<file path="config.mk">
export PLATFORM = sky130hd
export DESIGN_NAME = dffram_stream_flat
export DESIGN_NICKNAME = d
export VERILOG_FILES = /design/src/rtl/dffram_stream_if.sv /design/src/rtl/dffram_stream.sv /design/src/flat_wrapper.sv
export SDC_FILE = /design/constraint.sdc
export NUM_CORES = 1
export LEC_CHECK = 0
export CELL_PAD_IN_SITES_DETAIL_PLACEMENT = 0
export CELL_PAD_IN_SITES_GLOBAL_PLACEMENT = 1
export CORE_MARGIN = 2
export CORE_UTILIZATION = 30
export CTS_CLUSTER_DIAMETER = 60
export CTS_CLUSTER_SIZE = 30
export DETAILED_ROUTE_END_ITERATION = 8
export PLACE_DENSITY_LB_ADDON = 0.05
export SYNTH_ARGS = -nofsm -noshare
export SYNTH_HDL_FRONTEND = slang
export SYNTH_SLANG_ARGS = --single-unit
</file>
<file path="constraint.sdc">
create_clock -name clk -period 3.4 [get_ports clk]
set_clock_uncertainty 0.15 [all_clocks]
set_input_delay 1.02 -clock clk [delete_from_list [all_inputs] [get_ports clk]]
set_output_delay 1.02 -clock clk [all_outputs]
set_load 0.01 [all_outputs]
</file>
<file path="src/rtl/dffram_stream_if.sv">
// Pin-side bus of the byte-streamed flip-flop RAM.
//   ena        : global enable, low freezes the RAM
//   cmd        : 3-bit command (NOP, SET_ADDR, WRITE, READ, CLEAR)
//   din        : address byte (SET_ADDR) or data byte (WRITE)
//   dout       : last byte read
//   dout_valid : one-cycle pulse when dout is updated
//   busy       : CLEAR sequence in progress
//   ptr        : current byte pointer, AW bits
interface dffram_stream_if #(
  parameter int unsigned AW = 7
) ();
  logic          ena;
  logic [2:0]    cmd;
  logic [7:0]    din;
  logic [7:0]    dout;
  logic          dout_valid;
  logic          busy;
  logic [AW-1:0] ptr;

  // Driver side (pins / host).
  modport master (
    output ena, cmd, din,
    input  dout, dout_valid, busy, ptr
  );

  // RAM side.
  modport slave (
    input  ena, cmd, din,
    output dout, dout_valid, busy, ptr
  );
endinterface

</file>
<file path="src/rtl/dffram_stream.sv">
// Parametrised byte-streamed flip-flop RAM.
// Storage is WORDS x BYTES_PER_WORD bytes (little-endian lanes), reached
// through a byte pointer that optionally auto-increments after WRITE/READ.
// A registered read port and a self-timed CLEAR sequencer let a whole memory
// image be streamed over an 8-bit interface.
// Ports:
//   clk   : rising-edge clock
//   rst_n : asynchronous active-low reset (control state only, not storage)
//   bus   : dffram_stream_if slave modport (ena/cmd/din in, dout/dout_valid/busy/ptr out)
module dffram_stream #(
  parameter int unsigned WORDS          = 32,
  parameter int unsigned BYTES_PER_WORD = 4,
  parameter int unsigned AUTO_INC       = 1
) (
  input  logic            clk,
  input  logic            rst_n,
  dffram_stream_if.slave  bus
);

  localparam int unsigned SIZE = WORDS * BYTES_PER_WORD;
  localparam int unsigned AW   = $clog2(SIZE);
  localparam int unsigned LW   = $clog2(BYTES_PER_WORD);
  localparam int unsigned WW   = AW - LW;
  // Lane index needs at least one bit even for single-byte words.
  localparam int unsigned LIW  = (LW == 0) ? 1 : LW;

  localparam logic [2:0] CMD_SET_ADDR = 3'b001;
  localparam logic [2:0] CMD_WRITE    = 3'b010;
  localparam logic [2:0] CMD_READ     = 3'b011;
  localparam logic [2:0] CMD_CLEAR    = 3'b100;

  typedef enum logic {
    S_IDLE = 1'b0,
    S_CLR  = 1'b1
  } state_e;

  state_e        state_q;
  logic [AW-1:0] ptr_q;
  logic [AW-1:0] clr_cnt_q;
  logic [7:0]    dout_q;
  logic          dout_valid_q;
  logic          busy_q;

  // Storage flops: deliberately not reset.
  logic [BYTES_PER_WORD-1:0][7:0] mem_q [WORDS];

  logic          wr_en_c;
  logic [AW-1:0] wr_addr_c;
  logic [7:0]    wr_data_c;
  logic [WW-1:0] wr_word_c;
  logic [LIW-1:0] wr_lane_c;
  logic [WW-1:0] rd_word_c;
  logic [LIW-1:0] rd_lane_c;
  logic [7:0]    rd_byte_c;

  // Single write port shared by host WRITE and the CLEAR sequencer.
  always_comb begin
    wr_en_c   = 1'b0;
    wr_addr_c = ptr_q;
    wr_data_c = bus.din;
    if (bus.ena) begin
      if (state_q == S_CLR) begin
        wr_en_c   = 1'b1;
        wr_addr_c = clr_cnt_q;
        wr_data_c = 8'h00;
      end else if (bus.cmd == CMD_WRITE) begin
        wr_en_c = 1'b1;
      end
    end
  end

  // Byte address -> word index (upper bits) and lane (lower bits).
  assign wr_word_c = wr_addr_c[AW-1:LW];
  assign rd_word_c = ptr_q[AW-1:LW];

  generate
    if (LW == 0) begin : g_single_lane
      assign wr_lane_c = '0;
      assign rd_lane_c = '0;
    end else begin : g_multi_lane
      assign wr_lane_c = wr_addr_c[LW-1:0];
      assign rd_lane_c = ptr_q[LW-1:0];
    end
  endgenerate

  assign rd_byte_c = mem_q[rd_word_c][rd_lane_c];

  // Byte-lane write into the storage array.
  always_ff @(posedge clk) begin
    if (wr_en_c) begin
      mem_q[wr_word_c][wr_lane_c] <= wr_data_c;
    end
  end

  // Control FSM: pointer, read register and CLEAR sequencer.
  always_ff @(posedge clk or negedge rst_n) begin
    if (!rst_n) begin
      state_q      <= S_IDLE;
      ptr_q        <= '0;
      clr_cnt_q    <= '0;
      dout_q       <= 8'h00;
      dout_valid_q <= 1'b0;
      busy_q       <= 1'b0;
    end else begin
      // dout_valid is a pulse; a frozen cycle also forces it low.
      dout_valid_q <= 1'b0;
      if (bus.ena) begin
        case (state_q)
          S_IDLE: begin
            case (bus.cmd)
              CMD_SET_ADDR: ptr_q <= bus.din[AW-1:0];
              CMD_WRITE: begin
                if (AUTO_INC != 0) ptr_q <= ptr_q + AW'(1);
              end
              CMD_READ: begin
                dout_q       <= rd_byte_c;
                dout_valid_q <= 1'b1;
                if (AUTO_INC != 0) ptr_q <= ptr_q + AW'(1);
              end
              CMD_CLEAR: begin
                state_q   <= S_CLR;
                busy_q    <= 1'b1;
                clr_cnt_q <= '0;
              end
              default: ;
            endcase
          end
          S_CLR: begin
            // Byte clr_cnt_q is zeroed on this edge by the write port.
            if (clr_cnt_q == AW'(SIZE - 1)) begin
              state_q   <= S_IDLE;
              busy_q    <= 1'b0;
              clr_cnt_q <= '0;
            end else begin
              clr_cnt_q <= clr_cnt_q + AW'(1);
            end
          end
          default: begin
            state_q <= S_IDLE;
            busy_q  <= 1'b0;
          end
        endcase
      end
    end
  end

  assign bus.dout       = dout_q;
  assign bus.dout_valid = dout_valid_q;
  assign bus.busy       = busy_q;
  assign bus.ptr        = ptr_q;

endmodule

</file>
<file path="src/flat_wrapper.sv">
// flat-port wrapper written by rule: the top's interface ports become plain ports
module dffram_stream_flat 
#(
  parameter int unsigned WORDS          = 32,
  parameter int unsigned BYTES_PER_WORD = 4,
  parameter int unsigned AUTO_INC       = 1
)
  (clk, rst_n, bus_ena, bus_cmd, bus_din, bus_dout, bus_dout_valid, bus_busy, bus_ptr);
  dffram_stream_if #(.AW(7)) bus_i ();
  input  logic clk;
  input  logic rst_n;
  input wire logic [$bits(bus_i.ena)-1:0] bus_ena;
  input wire logic [$bits(bus_i.cmd)-1:0] bus_cmd;
  input wire logic [$bits(bus_i.din)-1:0] bus_din;
  output wire logic [$bits(bus_i.dout)-1:0] bus_dout;
  output wire logic [$bits(bus_i.dout_valid)-1:0] bus_dout_valid;
  output wire logic [$bits(bus_i.busy)-1:0] bus_busy;
  output wire logic [$bits(bus_i.ptr)-1:0] bus_ptr;
  assign bus_i.ena = bus_ena;
  assign bus_i.cmd = bus_cmd;
  assign bus_i.din = bus_din;
  assign bus_dout = bus_i.dout;
  assign bus_dout_valid = bus_i.dout_valid;
  assign bus_busy = bus_i.busy;
  assign bus_ptr = bus_i.ptr;
  dffram_stream #(.WORDS(WORDS), .BYTES_PER_WORD(BYTES_PER_WORD), .AUTO_INC(AUTO_INC)) u_core (.clk(clk), .rst_n(rst_n), .bus(bus_i));
endmodule
</file>
==> results of run 1 <==
-- per-layer routing --
layer  GRT usage, %  routed length [um]  share of wire [%]  vias up
met5              0                   0                  0        -
met4           5.02                2790                2.2        0
met3           2.38                5060                3.9      139
met2           29.3               60800                 47      485
met1           26.0               60200                 47    11900
li1               -                   -                  -     9844
-- registers in the layout, indices dropped and copies added (netlist names) --
name	cells
u_core.mem_q	1024
u_core.bus.dout_valid	1
u_core.bus.busy	1
u_core.bus.dout	8
u_core.state_q	1
u_core.bus.ptr	7
u_core.clr_cnt_q	7
-- cell type report --
class	instances	area [sq um]	share of cell area [%]
inverter	9	33.8	0.0669
tap	1794	2240	4.45
sequential	1049	31400	62.2
clock inverter	86	995	1.97
clock buffer	112	2700	5.34
antenna	2	5.00	0.00992
multi-input combinational	1019	9270	18.4
timing repair buffer	412	3820	7.58
-- what timing repair did --
| action | CTS | global route |
|---|---|---|
| buffers inserted | 8 | 0 |
| hold buffers | 0 | 0 |
| gates resized for setup | 6 | 4 |
| cloned | 2 | 0 |
| setup endpoints to repair | 9 | 46 |
-- placed cells by master (no fill, tap or decap), types with 9 or more instances in the layout --
master	count
o221ai_1	54
o22ai_1	16
a221oi_1	53
mux4_2	127
nand2b_1	9
nand2_1	72
nor2_1	162
buf_4	332
a21oi_1	75
a22oi_1	9
mux2i_1	252
a211oi_1	18
o21ai_1	29
inv_6	18
inv_8	17
buf_12	45
dfrtp_1	21
clkdlybuf4s50_1	29
clkinv_8	14
clkbuf_16	107
nand3_1	13
edfxtp_1	1024
o21ai_0	35
clkinv_4	10
clkinv_1	9
-- metrics by stage --
| step | utilization, % | instance area, sq um | total power, mW | TNS [ps] | hold WS [ps] |
|---|---|---|---|---|---|
| floorplan | - | 41600 | 16.7 | 0 | 367 |
| global placement | 33.9 | 46600 | 18.8 | -390240 | 355 |
| detailed placement | 33.9 | 46600 | 18.8 | -371150 | 327 |
| CTS | 36.7 | 50400 | 31.2 | 0 | 362 |
| global route | 36.7 | 50500 | 31.8 | 0 | 403 |
| finish | 36.7 | 50500 | 30.8 | 0 | 359 |
-- report_power, final --
part           leakage, nW  total (mW)  switching, mW  internal, mW
Clock                 1.80        12.2           5.76          6.45
Sequential            9.66        14.6          0.168          14.5
Combinational         4.41        3.93           2.55          1.38
-- worst register-to-register path: stages (launching register included) --
cell,delay (ps)
dfrtp_4,580
buf_12,230
buf_4,320
mux4_2,580
o21ai_1,380
a22oi_1,200
a211oi_2,480
buf_4,250
o31ai_1,90
-- synth_stat cells (10+ instances only) --
cell type and instances:
nor2_1 163, o22ai_1 16, and2_1 10, edfxtp_1 1024
clkbuf_1 75, a21oi_1 75, buf_12 14, dfrtp_1 25
nand3_1 14, o21ai_0 35, buf_6 14, mux4_2 127
nand2_1 72, a221oi_1 53, mux2i_1 252, buf_4 12
o21ai_1 29, o221ai_1 54, buf_2 19, a211oi_1 22
-- cells by family (layout without fill, tap and decap cells) --
group	Yosys count	in the layout	synth area share [%]
AND/OR/NAND/NOR	294	294	2.99
multiplexers	384	384	13.3
XOR/XNOR	5	5	0.105
buffers and inverters	151	619	2.43
AO/OA/AOI/OAI	334	334	5.71
flip-flops	1049	1049	75.4
adder cells (fa/ha/maj)	2	2	0.0602
other	0	2	0
-- worst min path at each step --
stage,startpoint,end,cells past startpoint
after floorplan,u_core.bus.dout[0],u_core.bus.dout[0],2
after global placement,u_core.bus.dout[3],u_core.bus.dout[3],2
after detailed placement,u_core.bus.dout[3],u_core.bus.dout[3],2
after CTS,u_core.bus.dout[3],u_core.bus.dout[3],2
after global routing,u_core.bus.dout[3],u_core.bus.dout[3],2
final,u_core.bus.dout[3],u_core.bus.dout[3],2
==> results.json, run 1 <==
{
  "max_slew_margin_pct": 50.2,
  "fmax_mhz": 297,
  "grt_pass1_wl_um": 182000,
  "ys_seq_area_share_pct": 75.4,
  "yosys-top-cells-area": "edfxtp_1 74%, mux4_2 6.9%, mux2i_1 6.1%",
  "area_growth_pct": 21.3,
  "yosysTopAreaCell": "edfxtp_1",
  "syn_area_sq_mm": 0.0416,
  "critPathTopFamily": "compound AO/OA/AOI/OAI gates",
  "overflow": 0,
  "portBuffers": 30,
  "crit_chain": "buf_12 -> buf_4 -> mux4_2 -> o21ai_1 -> a22oi_1 -> a211oi_2 -> buf_4 -> o31ai_1",
  "crit_top_cell": "buf_4",
  "die_h_um": 376,
  "num_vias": 22400,
  "drt_drc_violations_left": 0,
  "ir_worst_vdd_mv": 0.426,
  "rsz0062_at_grt": "false",
  "syn_inst": 2219,
  "path_buf_inv": 3,
  "cp_data_required_time_ps": 3830,
  "cts.path.max_buffers": 3,
  "synth_top_cell_area_share_pct": 73.9,
  "nNetsFinal": 2612,
  "fillers": 12800,
  "clock_latency_ps": 710,
  "synth_cell_type_count": 56,
  "fin_cells": 4483,
  "reg2reg_slack_ps": 40,
  "drt_iter0_markers": 1864,
  "syn_nets": 2235,
  "cts_buffers": 105,
  "hold_path.class": "flop to flop",
  "async_flop_share_pct": 2.38,
  "setup_slack_ps": 38.3,
  "cts_tree": "built",
  "firstDrtPassIters": 5,
  "pwr_density_cell_mw_per_mm2": 610,
  "initial_core_util_pct": 30.2,
  "antenna_found_initial": 1,
  "ff2ff_path_depth": 8,
  "maxCapViolations": 0,
  "dieArea_sq_mm": 0.142,
  "cp-start-kind": "flop",
  "place_ws_ps": -650,
  "clk_pin_slew_ps": 60,
  "crit_slowest_cell": "dfrtp_4",
  "grt_pass1_vias": 23300,
  "yosysWarnings": 0,
  "ys.flop_type": "edfxtp_1",
  "cts_root_buf": "clkbuf_16",
  "path_class": "flop to flop",
  "tightest_slew_ps": 740,
  "fin_crit_ps": 3360,
  "ys_ff_latch": 1049,
  "crit_arrival_ps": 3790,
  "worst_setup_path_end_kind": "flop",
  "cp-startpoint": "u_core.bus.ptr[2]",
  "fp.dieW_um": 376,
  "drive_gt1_share_pct": 27.1,
  "syn-mean-instance-area_sq_um": 18.7,
  "final-setup-viol-count": 0,
  "status": "finished clean",
  "h-tree-depth": 3,
  "r2r-start": "u_core.bus.ptr[2]",
  "ioPinCount": 31,
  "grt_max_degree": 73,
  "placed_cells": 4273,
  "worst-path-stages": 8,
  "slew_viol_final": 0,
  "timing.critical_path.to": "u_core.bus.dout[3]",
  "core_area_sq_mm": 0.137,
  "track_usage_pct": 18.2,
  "cts_num_sinks": 1049,
  "routed_wl_um": 129000,
  "synth_edf_count": 1024,
  "cp_slowest_stage_delay_ps": 580,
  "wl_per_cell_um": 28.8,
  "post-route-period-util_pct": 98.9,
  "rr_endpoint": "u_core.bus.dout[3]",
  "p_leak_nw": 15.9,
  "routabilityCongestion": 0.819,
  "dp_hpwl_um": 85300,
  "vias_per_cell": 4.99,
  "final-hold-violation-count": 0,
  "drtAntennaViolNets": 0,
  "crit_path_max_fanout": 15,
  "rows": 136
}
(Power assumes the default switching activity.)
==> run 2: changes to the inputs <==
- ABC_CLOCK_PERIOD_IN_PS: not set -> 3400
- CORE_MARGIN: 2 -> not set
==> run 2 against run 1 <==
Compared with the run above: count of clock-buffer cells in the layout up 1; critical path type is now flop to output port; critical endpoint is now bus_ptr[4]; routed wire length up 1.0%; final area up 0.99%; setup slack better by 33 ps; largest cell class unchanged; global-route usage up 0.38 points; largest power group unchanged; total power up 2.1%; sequential power about the same; worst hold slack better by 90 ps.
==> results.json, run 2 (same netlist as run 1, synthesis figures left out) <==
{
  "drt_drc_violations_left": 0,
  "ioPinCount": 31,
  "fin_area_sq_mm": 0.0510,
  "fillers": 12800,
  "cts_buffers": 110,
  "dieArea_sq_mm": 0.140,
  "rsz0062_at_grt": "false",
  "area_growth_pct": 22.6,
  "status": "finished clean",
  "maxCapViolations": 0,
  "regArea_sq_mm": 0.0314,
  "worst_setup_path_end_kind": "output port",
  "cp_slowest_stage_delay_ps": 580,
  "track_usage_pct": 18.6,
  "cts_root_buf": "clkbuf_16",
  "routabilityCongestion": 0.835,
  "drive_gt1_share_pct": 28.3,
  "dp_hpwl_um": 89700,
  "nNetsFinal": 2637,
  "grt_pass1_wl_um": 183000,
  "routed_wl_um": 130000,
  "cp_data_required_time_ps": 2230,
  "clock_latency_ps": 740,
  "cp-start-kind": "flop",
  "p_leak_nw": 16.1,
  "pwr_density_cell_mw_per_mm2": 616,
  "fin_cells": 4513,
  "multiInputGateArea_sq_mm": 0.00928,
  "vias_per_cell": 4.93,
  "fin_crit_ps": 3330,
  "num_vias": 22300,
  "layout_common_cells": "1024 x edfxtp_1, 340 x buf_4, 252 x mux2i_1, 160 x nor2_1, 127 x mux4_2",
  "max_slew_margin_pct": 48.6,
  "die_h_um": 374,
  "tightest_slew_ps": 768,
  "crit_slowest_cell": "clkdlybuf4s50_1",
  "wl_per_cell_um": 28.9,
  "final-hold-violation-count": 0,
  "rows": 136,
  "largest_reg_flops": 1024,
  "final-setup-viol-count": 0,
  "h-tree-depth": 3,
  "grt_max_degree": 57,
  "final_common_cell": "edfxtp_1",
  "grt_pass1_vias": 23400,
  "placed_area_sq_mm": 0.0469,
  "antenna_found_initial": 1,
  "drt_iter0_markers": 1593,
  "clk_pin_slew_ps": 80,
  "fmax_mhz": 300,
  "crit_path_max_fanout": 11,
  "ir_worst_vdd_mv": 0.377,
  "slew_viol_final": 0,
  "cts.path.max_buffers": 3,
  "placed_cells": 4296,
  "initial_core_util_pct": 30.2,
  "fp.dieW_um": 374,
  "crit_arrival_ps": 2160,
  "cts_num_sinks": 1049,
  "firstDrtPassIters": 5,
  "largest-register": "u_core.mem_q",
  "hold_path.class": "flop to flop",
  "path_class": "flop to output port",
  "cts_tree": "built",
  "overflow": 0,
  "post-route-period-util_pct": 97.9,
  "core_area_sq_mm": 0.137,
  "crit_chain": "buf_6 -> clkdlybuf4s50_1",
  "drtAntennaViolNets": 0,
  "portBuffers": 30
}
[run 2: worst paths after layout]
check | startpoint | endpoint | slack, ps | cells past startpoint
worst max-delay path | u_core.bus.ptr[4] | bus_ptr[4] | 70 | 2
worst min-delay path | u_core.bus.dout[3] | u_core.bus.dout[3] | 450 | 2
worst max register to register | u_core.bus.ptr[2] | u_core.bus.dout[5] | 130 | 10
worst min register to register | u_core.bus.dout[3] | u_core.bus.dout[3] | 450 | 2
max in group asynchronous | rst_n | u_core.bus.ptr[3] | 2230 | 2
min in group asynchronous | rst_n | u_core.clr_cnt_q[1] | 550 | 2
[run 2: critical path: cells and delay by family (launching register included)]
family | cells | cell delay (ps)
buffers and inverters | 2 | 840
flip-flops | 1 | 570
[run 2: timing repair]
item | CTS | global route
endpoints found under the hold margin | 0 | 0
buffers inserted | 6 | 0
gates cloned | 1 | 0
setup endpoints to repair | 5 | 18
hold buffers | 0 | 0
gates resized for setup | 14 | 4
[run 2: final cells by class]
type	instances	share of cell area (%)
Clock buffer	113	5.42
Clock inverter	96	2.26
Timing Repair Buffer	432	8.05
Multi-Input combinational cell	1019	18.2
Inverter	9	0.0663
Tap cell	1794	4.40
Antenna cell	1	0.00491
Sequential cell	1049	61.6
[run 2: routing by layer]
layer  track usage, %  part of all wire [%]  up-vias
li1                 -                     -     9906
met1             24.7                    44    11800
met2             31.3                    49      449
met3             3.19                   4.4      133
met4             5.24                   2.2        0
met5                0                     0        -
[run 2: metrics by stage]
| stage | hold slack (ps) | TNS, ps | util [%] | power [mW] | setup slack (ps) |
|---|---|---|---|---|---|
| after floorplan | 367 | 0 | - | 16.7 | 41.8 |
| after global placement | 419 | -365660 | 34.1 | 19.0 | -774 |
| after detailed placement | 413 | -353560 | 34.1 | 19.0 | -757 |
| after CTS | 438 | 0 | 37.1 | 31.9 | 5.81 |
| after global routing | 466 | 0 | 37.1 | 32.5 | 3.87 |
| final | 448 | 0 | 37.1 | 31.4 | 71.4 |
[run 2: power breakdown]
group          internal (mW)  total (mW)  switching (mW)
clock network           6.90        12.8            5.88
logic                   1.44        4.00            2.56
registers               14.5        14.6           0.155
